**config.mk**
```make
export PLATFORM = sky130hd
export DESIGN_NAME = metronome_tempo_ctrl
export DESIGN_NICKNAME = d
export VERILOG_FILES = /design/src/rtl/metronome_tempo_ctrl.sv
export SDC_FILE = /design/constraint.sdc
export NUM_CORES = 1
export LEC_CHECK = 0
export ABC_AREA = 0
export CORE_UTILIZATION = 30
export DETAILED_ROUTE_END_ITERATION = 16
export RECOVER_POWER = 100
export SYNTH_ARGS = -nofsm -noshare
export SYNTH_HDL_FRONTEND = slang
export SYNTH_SLANG_ARGS = --single-unit
```
**constraint.sdc**
```tcl
create_clock -name clock -period 4.9 [get_ports clock]
set_clock_uncertainty 0.2 [all_clocks]
set_input_delay 0.98 -clock clock [delete_from_list [all_inputs] [get_ports clock]]
set_output_delay 0.98 -clock clock [all_outputs]
set_load 0.01 [all_outputs]
```
**src/rtl/metronome_tempo_ctrl.sv**
```systemverilog
`default_nettype none
// +-----------------------------------------------------------------------------+
// | Module      : metronome_tempo_ctrl                                          |
// | Description : BPM register with preset/tap control, sequential period       |
// |               divider, BCD conversion and 14-step LED sweep with click.     |
// | Revision    : 1.0 - initial release                                         |
// +-----------------------------------------------------------------------------+
module metronome_tempo_ctrl #(
    parameter int CLK_HZ       = 50_000_000,
    parameter int DEFAULT_BPM  = 60,
    parameter int MIN_BPM      = 40,
    parameter int MAX_BPM      = 240,
    parameter int DEBOUNCE_CYC = 500_000,
    parameter int CLICK_CYC    = 250_000
) (
    input  logic       clock,
    input  logic       reset,
    input  logic [4:0] preset_sel,
    input  logic       tap_up_n,
    input  logic       tap_down_n,
    output logic [7:0] bpm,
    output logic [3:0] dig100,
    output logic [3:0] dig10,
    output logic [3:0] dig1,
    output logic [7:0] led,
    output logic       click,
    output logic       beat_tick,
    output logic       busy
);

    localparam logic [63:0] c_dividend_wide = 64'(CLK_HZ) * 64'd60;
    localparam logic [31:0] c_dividend      = c_dividend_wide[31:0];
    localparam logic [7:0]  c_def_bpm       = 8'(DEFAULT_BPM);
    localparam logic [7:0]  c_min_bpm       = 8'(MIN_BPM);
    localparam logic [7:0]  c_max_bpm       = 8'(MAX_BPM);
    localparam logic [31:0] c_deb_last      = 32'(DEBOUNCE_CYC - 1);
    localparam logic [31:0] c_click_last    = 32'(CLICK_CYC - 1);
    localparam logic [3:0]  c_def_d100      = 4'(DEFAULT_BPM / 100);
    localparam logic [3:0]  c_def_d10       = 4'((DEFAULT_BPM / 10) % 10);
    localparam logic [3:0]  c_def_d1        = 4'(DEFAULT_BPM % 10);

    localparam logic [1:0] c_st_idle     = 2'd0;
    localparam logic [1:0] c_st_div_init = 2'd1;
    localparam logic [1:0] c_st_div      = 2'd2;
    localparam logic [1:0] c_st_bcd      = 2'd3;

    logic [1:0] w_key_raw;
    logic [1:0] w_key_fall;
    assign w_key_raw = {tap_down_n, tap_up_n};

    for (genvar k = 0; k < 2; k++) begin : g_key
        logic        r_s1, r_s2, r_db;
        logic [31:0] r_cnt;
        always_ff @(posedge clock) begin
            if (!reset) begin
                r_s1  <= 1'b1;
                r_s2  <= 1'b1;
                r_db  <= 1'b1;
                r_cnt <= '0;
            end else begin
                r_s1 <= w_key_raw[k];
                r_s2 <= r_s1;
                if (r_s2 == r_db) begin
                    r_cnt <= '0;
                end else if (r_cnt == c_deb_last) begin
                    r_db  <= r_s2;
                    r_cnt <= '0;
                end else begin
                    r_cnt <= r_cnt + 32'd1;
                end
            end
        end
        assign w_key_fall[k] = (r_s2 != r_db) && (r_cnt == c_deb_last) && !r_s2;
    end

    logic [4:0]  r_sel, r_sel_d;
    logic [7:0]  r_bpm, r_bin;
    logic        r_pending, r_busy, r_shadow_valid;
    logic [1:0]  r_state;
    logic [4:0]  r_bit_cnt;
    logic [31:0] r_quot, r_shadow;
    logic [11:0] r_rem, r_divisor;
    logic [11:0] r_bcd;
    logic [3:0]  r_d100, r_d10, r_d1;
    logic        w_sel_chg;
    logic [7:0]  w_preset_raw, w_preset, w_bpm_next;
    logic [12:0] w_rem_shift, w_rem_sub;
    logic        w_rem_ge;
    logic [11:0] w_bcd_adj, w_bcd_next;
    logic [31:0] w_quot_final;

    assign w_sel_chg = (r_sel != r_sel_d);

    always_comb begin
        w_preset_raw = (r_sel > 5'd17) ? 8'd230 : 8'd60 + 8'(r_sel) * 8'd10;
        if (w_preset_raw < c_min_bpm)      w_preset = c_min_bpm;
        else if (w_preset_raw > c_max_bpm) w_preset = c_max_bpm;
        else                               w_preset = w_preset_raw;
    end

    // Preset load has priority; simultaneous up+down presses cancel out.
    always_comb begin
        w_bpm_next = r_bpm;
        if (w_sel_chg)
            w_bpm_next = w_preset;
        else if (w_key_fall == 2'b01)
            w_bpm_next = (r_bpm >= c_max_bpm) ? r_bpm : r_bpm + 8'd1;
        else if (w_key_fall == 2'b10)
            w_bpm_next = (r_bpm <= c_min_bpm) ? r_bpm : r_bpm - 8'd1;
    end

    assign w_rem_shift  = {r_rem, r_quot[31]};
    assign w_rem_ge     = (w_rem_shift >= {1'b0, r_divisor});
    assign w_rem_sub    = w_rem_shift - {1'b0, r_divisor};
    assign w_quot_final = (r_quot == 32'd0) ? 32'd1 : r_quot;

    always_comb begin
        w_bcd_adj = r_bcd;
        if (r_bcd[3:0]  >= 4'd5) w_bcd_adj[3:0]  = r_bcd[3:0]  + 4'd3;
        if (r_bcd[7:4]  >= 4'd5) w_bcd_adj[7:4]  = r_bcd[7:4]  + 4'd3;
        if (r_bcd[11:8] >= 4'd5) w_bcd_adj[11:8] = r_bcd[11:8] + 4'd3;
        w_bcd_next = {w_bcd_adj[10:0], r_bin[7]};
    end

    always_ff @(posedge clock) begin
        if (!reset) begin
            r_sel          <= '0;
            r_sel_d        <= '0;
            r_bpm          <= c_def_bpm;
            r_pending      <= 1'b0;
            r_state        <= c_st_div_init;
            r_busy         <= 1'b1;
            r_bit_cnt      <= '0;
            r_quot         <= '0;
            r_rem          <= '0;
            r_divisor      <= '0;
            r_bin          <= '0;
            r_bcd          <= '0;
            r_d100         <= c_def_d100;
            r_d10          <= c_def_d10;
            r_d1           <= c_def_d1;
            r_shadow       <= '0;
            r_shadow_valid <= 1'b0;
        end else begin
            r_sel     <= preset_sel;
            r_sel_d   <= r_sel;
            r_bpm     <= w_bpm_next;
            r_pending <= (w_bpm_next != r_bpm) || (r_pending && (r_state != c_st_idle));
            case (r_state)
                c_st_idle: begin
                    if (r_pending) begin
                        r_state <= c_st_div_init;
                        r_busy  <= 1'b1;
                    end
                end
                c_st_div_init: begin
                    r_quot    <= c_dividend;
                    r_rem     <= '0;
                    r_divisor <= 12'(r_bpm) * 12'd14;
                    r_bin     <= r_bpm;
                    r_bcd     <= '0;
                    r_bit_cnt <= '0;
                    r_state   <= c_st_div;
                end
                c_st_div: begin
                    r_rem  <= w_rem_ge ? w_rem_sub[11:0] : w_rem_shift[11:0];
                    r_quot <= {r_quot[30:0], w_rem_ge};
                    if (r_bit_cnt == 5'd31) begin
                        r_bit_cnt <= '0;
                        r_state   <= c_st_bcd;
                    end else begin
                        r_bit_cnt <= r_bit_cnt + 5'd1;
                    end
                end
                c_st_bcd: begin
                    r_bcd <= w_bcd_next;
                    r_bin <= {r_bin[6:0], 1'b0};
                    if (r_bit_cnt == 5'd7) begin
                        r_d100         <= w_bcd_next[11:8];
                        r_d10          <= w_bcd_next[7:4];
                        r_d1           <= w_bcd_next[3:0];
                        r_shadow       <= w_quot_final;
                        r_shadow_valid <= 1'b1;
                        r_state        <= c_st_idle;
                        r_busy         <= 1'b0;
                    end else begin
                        r_bit_cnt <= r_bit_cnt + 5'd1;
                    end
                end
                default: begin
                    r_state <= c_st_idle;
                    r_busy  <= 1'b0;
                end
            endcase
        end
    end

    function automatic logic [7:0] f_led(input logic [3:0] p);
        logic [7:0] v;
        v = 8'd0;
        if (p < 4'd8) v = 8'd1 << p;
        else          v = 8'd1 << (4'd14 - p);
        return v;
    endfunction

    logic        r_running, r_click, r_beat;
    logic [31:0] r_period, r_step_cnt, r_click_left;
    logic [3:0]  r_pos;
    logic [7:0]  r_led;
    logic        w_wrap;
    logic [3:0]  w_pos_next;

    assign w_wrap     = r_running && (r_step_cnt == r_period - 32'd1);
    assign w_pos_next = (r_pos == 4'd13) ? 4'd0 : r_pos + 4'd1;

    // The shadow period is only adopted at a wrap so a step never changes length mid-count.
    always_ff @(posedge clock) begin
        if (!reset) begin
            r_running    <= 1'b0;
            r_period     <= '0;
            r_step_cnt   <= '0;
            r_pos        <= '0;
            r_led        <= 8'h01;
            r_click      <= 1'b0;
            r_click_left <= '0;
            r_beat       <= 1'b0;
        end else begin
            r_beat <= 1'b0;
            if (!r_running) begin
                if (r_shadow_valid) begin
                    r_running  <= 1'b1;
                    r_period   <= r_shadow;
                    r_step_cnt <= '0;
                end
            end else if (w_wrap) begin
                r_step_cnt <= '0;
                r_period   <= r_shadow;
                r_pos      <= w_pos_next;
                r_led      <= f_led(w_pos_next);
                r_beat     <= (w_pos_next == 4'd0);
            end else begin
                r_step_cnt <= r_step_cnt + 32'd1;
            end

            if (w_wrap) begin
                if (w_pos_next == 4'd0 || w_pos_next == 4'd7) begin
                    r_click      <= 1'b1;
                    r_click_left <= c_click_last;
                end else begin
                    r_click      <= 1'b0;
                    r_click_left <= '0;
                end
            end else if (r_click_left != 32'd0) begin
                r_click_left <= r_click_left - 32'd1;
            end else begin
                r_click <= 1'b0;
            end
        end
    end

    assign bpm       = r_bpm;
    assign dig100    = r_d100;
    assign dig10     = r_d10;
    assign dig1      = r_d1;
    assign led       = r_led;
    assign click     = r_click;
    assign beat_tick = r_beat;
    assign busy      = r_busy;

endmodule
`default_nettype wire

```
==> flow_summary.rst <==
.. list-table::
   :header-rows: 1

   * - Metric
     - Value
   * - Endpoint kind of the worst setup timing path
     - register
   * - Mean routed wirelength per cell
     - 14.0 um
   * - Crit path capture
     - r_step_cnt[18]
   * - Launch point of the worst reg-to-reg path
     - r_period[3]
   * - Via count
     - 14500
   * - Cell family with the largest share of critical-path delay
     - simple AND/OR/NAND/NOR gates
   * - Simple logic cell fraction of the synthesized area
     - between 20 and 30%
   * - Post-CTS Hold Buffers
     - 0
   * - Count of final hold-check violations
     - 0
   * - Yosys warnings
     - 0
   * - Ranking of synthesized cells by area
     - dfxtp_1, nand2_1, xnor2_1, ha_1, nor2_1
   * - PnR Total Power
     - 0.00729 W
   * - Number of input and output port buffers inserted
     - 39
   * - Net Sw Power
     - roughly 0.0021 W
   * - Reg clk slew, reported paths
     - around 0.06 ns
   * - Count of antenna-violating nets left after detailed routing
     - 0
   * - Weighted congestion at the end of routability-driven global placement
     - between 0.8 and 0.9
   * - Final Routed Wirelength
     - just over 40 mm
   * - Clock insertion delay at the later pin of the skew report
     - around 0.55 ns
   * - Stage delay of the slowest cell on the critical path
     - 0.65 ns
   * - Primary flip-flop cell chosen by synthesis mapping
     - dfxtp_1
   * - Crit Reg-Reg Endpoint
     - r_step_cnt[18]
   * - Netlist cell types
     - 75
   * - Crit path depth
     - 10
   * - Startpoint of the most critical setup path
     - r_period[3]
   * - Global-route wire length before repair
     - around 68 mm
   * - Depth of the worst register-to-register path
     - 10
   * - Chip Width
     - about 240 um
   * - Layout cells sized above 1
     - between 4 and 5%
   * - Violations in the final reports
     - capacitance limit, slew limit
   * - Count of flip-flops with a built-in enable after synthesis
     - 0
   * - XOR/XNOR Fraction of Synth Area
     - between 8 and 9%
   * - Accumulated negative setup slack
     - 0 ns
   * - Final period util
     - approximately 90%
   * - Via-per-instance ratio
     - 5.05
   * - Register bit total from synthesis
     - 328
   * - Area grow syn2layout
     - 13.5%
   * - Slew headroom
     - -45.3%
   * - Floorplan die area
     - between 0.05 and 0.06 mm2
   * - Starting density of the core
     - 30.6%
   * - Core area
     - between 0.05 and 0.06 mm2
   * - Top-area cell type share of the netlist area
     - approximately two fifths
   * - Syn Nets
     - 2189
   * - Num ports
     - 40
   * - Part of the Yosys area used for sequential elements
     - roughly two fifths
   * - Synth Cell Area
     - roughly 0.017 mm2
   * - Compound-gate portion of the synthesized area
     - between 10% and 20%
   * - Vias in the first global route
     - ~14000
   * - Setup violators final
     - 0
   * - Site Rows
     - between 80 and 90
   * - Unrepaired setup endpoints after global routing
     - no
   * - Crit path DAT
     - roughly 4.7 ns
   * - Crit path cell chain
     - nor4_4 > nand3_1 > nor3_1 > mux2_2 > a31oi_1 > o2111a_1 > a211oi_2 > clkbuf_2 > nand3_1 > o311ai_0
   * - TritonRoute pass-1 iters
     - 5
   * - Final Util
     - roughly a third
   * - Layout net count
     - roughly 2200
   * - Total routing resource utilization after global routing
     - around 14%
   * - Cell taking the most area after synthesis
     - dfxtp_1
   * - Worst Setup Start Kind
     - register
   * - Part of the power in the clock network
     - between 30% and 40%
   * - Total number of clock tree sinks
     - around 330
   * - Root Driver
     - clkbuf_16
   * - Max-slew violation total from the final report
     - 85
   * - Setup fix buffers added after clock tree synthesis
     - 0
   * - Tightest Hold Check Type
     - register to register
   * - Post-layout minimum cycle time
     - 4.48 ns
   * - Mapped Avg Cell Area
     - ~8.1 um2
   * - Number of instances resized during post-cts repair
     - 0
   * - Worst Tran Pin Value
     - 2.18 ns
   * - Overflow left after global routing
     - 0
   * - Count of unresolved DRC violations after routing
     - 0
   * - Num CTS Buffers
     - 38
   * - Vertical die dimension
     - about 240 um
   * - Most frequent cell on the critical path
     - nand3_1
   * - Switch share
     - ~30%
   * - CP bufs+invs
     - 1
   * - Combinational family with the most area after synthesis
     - simple AND/OR/NAND/NOR gates
   * - Multiplexer share of the synthesized area
     - 2.30%
   * - Cell-internal power
     - between 0.005 and 0.006 W
   * - Largest fanout on the critical path
     - 18
   * - Crit Path Class
     - register to register
   * - Maximum achievable frequency
     - 0.223 GHz
   * - Initial antenna violation count
     - 0
   * - Number of max-cap violations
     - 2
   * - Post-synthesis instance total
     - between 2000 and 2500
   * - Status
     - finished, violations left
   * - Clock tree from TritonCTS
     - built
   * - Total leakage power
     - 6.95 nW
   * - Power density over cell area
     - around 380 mW/mm2
   * - ANT cells
     - 0
   * - VDD IR max
     - around 310 uV
   * - Area share of fa/ha/maj cells after synthesis
     - 5.88%
   * - Cell total after placement
     - approximately 2800
   * - Async set-reset flop share out of synthesis
     - 0%
   * - Crit-path slowest cell
     - nor4_4
   * - Non-filler instance count after layout
     - 2869
   * - Seq pwr share
     - 40.4%
   * - Reg-to-reg setup timing slack
     - ~0.42 ns
   * - Hpwl dp
     - ~28 mm
   * - Combinational group share of total power
     - between 20% and 30%
   * - Number of DRC markers after the initial detailed-route iteration
     - between 800 and 900
   * - Data required, critical path
     - 5.13 ns
   * - Pin count of the biggest net entering global routing
     - 68
   * - Number of H-tree branching levels
     - 2
   * - Buffer levels on the longest clock path
     - 3
-- worst register-to-register path: stages (launching register included) --
cell and delay (ns):
dfxtp_1 0.41, nor4_4 0.65, nand3_1 0.55, nor3_1 0.58, mux2_2 0.25, a31oi_1 0.09
o2111a_1 0.30, a211oi_2 0.64, clkbuf_2 0.47, nand3_1 0.13, o311ai_0 0.13
-- power groups by stage --
stage                     clock, W  sequential [W]  combinational, W
after floorplan                  0         0.00295           0.00120
after global placement           0         0.00300           0.00146
after detailed placement         0         0.00300           0.00149
after CTS                  0.00296         0.00295           0.00150
after global routing       0.00306         0.00297           0.00166
final                      0.00286         0.00295           0.00148
-- cell type report --
cell class,instances,area [um2]
clock inverter,8,125
inverter,90,340
sequential,328,6570
tap,748,936
timing repair buffer,60,542
multi-input combinational,1576,9680
fill,5720,36300
clock buffer,59,1130
-- metrics by stage --
step | instance area, um2 | hold WS [ns] | worst slack (ns)
floorplan | 17000 | 0.186 | 1.15
global placement | 18100 | 0.215 | 0.715
detailed placement | 18100 | 0.201 | 0.528
CTS | 19400 | 0.215 | 0.555
global route | 19300 | 0.247 | 0.157
finish | 19300 | 0.214 | 0.419
-- cell usage in the layout, fill, tap and decap left out, drive strengths merged, types with 64 or more instances in the layout --
cell,n
nor2,206
xnor2,101
a21oi,129
clkbuf,64
nand3,137
inv,90
dfxtp,328
o21ai,114
nand2,247
ha,64
-- logic make-up after synthesis --
family,count (synthesis)
simple gates,922
xor+xnor,164
flops,328
fa+ha+maj,74
mux,39
buf+inv,202
compound gates,377
-- registers in the layout (all words and copies together), names as in the netlist, 11 cells and up --
signal	count
r_bcd	12
r_rem	12
r_period	32
r_quot	32
r_shadow	32
r_click_left	32
r_step_cnt	32
g_key.r_cnt	64
r_divisor	11
-- cell usage after synthesis (10+ instances only) --
cell      number
a211oi_1      11
a21oi_1      129
a31oi_1       23
and2_1        17
and3_1        27
buf_1         14
clkbuf_1      95
dfxtp_1      328
fa_1          10
ha_1          64
inv_1         88
mux2i_1       38
nand2_1      247
nand2b_1      30
nand3_1      136
nand3b_1      15
nand4_1       30
nor2_1       206
nor2b_1       19
nor3_1        55
nor3b_1       16
nor4_1        42
o21ai_0      105
o311ai_0      12
or3_1         22
or4_1         21
xnor2_1      101
xor2_1        62
-- worst min-delay path by stage --
stage	startpoint	end	slack, ns	cells after the start
2_1_floorplan	g_key[0].r_s1	g_key[0].r_s2	0.19	1
3_3_place_gp	g_key[1].r_s1	g_key[1].r_s2	0.22	1
3_5_place_dp	g_key[1].r_s1	g_key[1].r_s2	0.20	1
4_1_cts	g_key[1].r_s1	g_key[1].r_s2	0.21	1
5_1_grt	g_key[0].r_s1	g_key[0].r_s2	0.25	1
6_report	g_key[1].r_s1	g_key[1].r_s2	0.21	1
-- layer usage --
metal	share of wire, %	vias to the layer above	global-route usage (%)
met5	0	-	0
met4	2.2	0	4.44
met3	4.1	72	2.23
met2	45	268	22.8
met1	49	6836	18.9
li1	-	7318	-
Note: power is estimated with default switching activity, not from simulation.
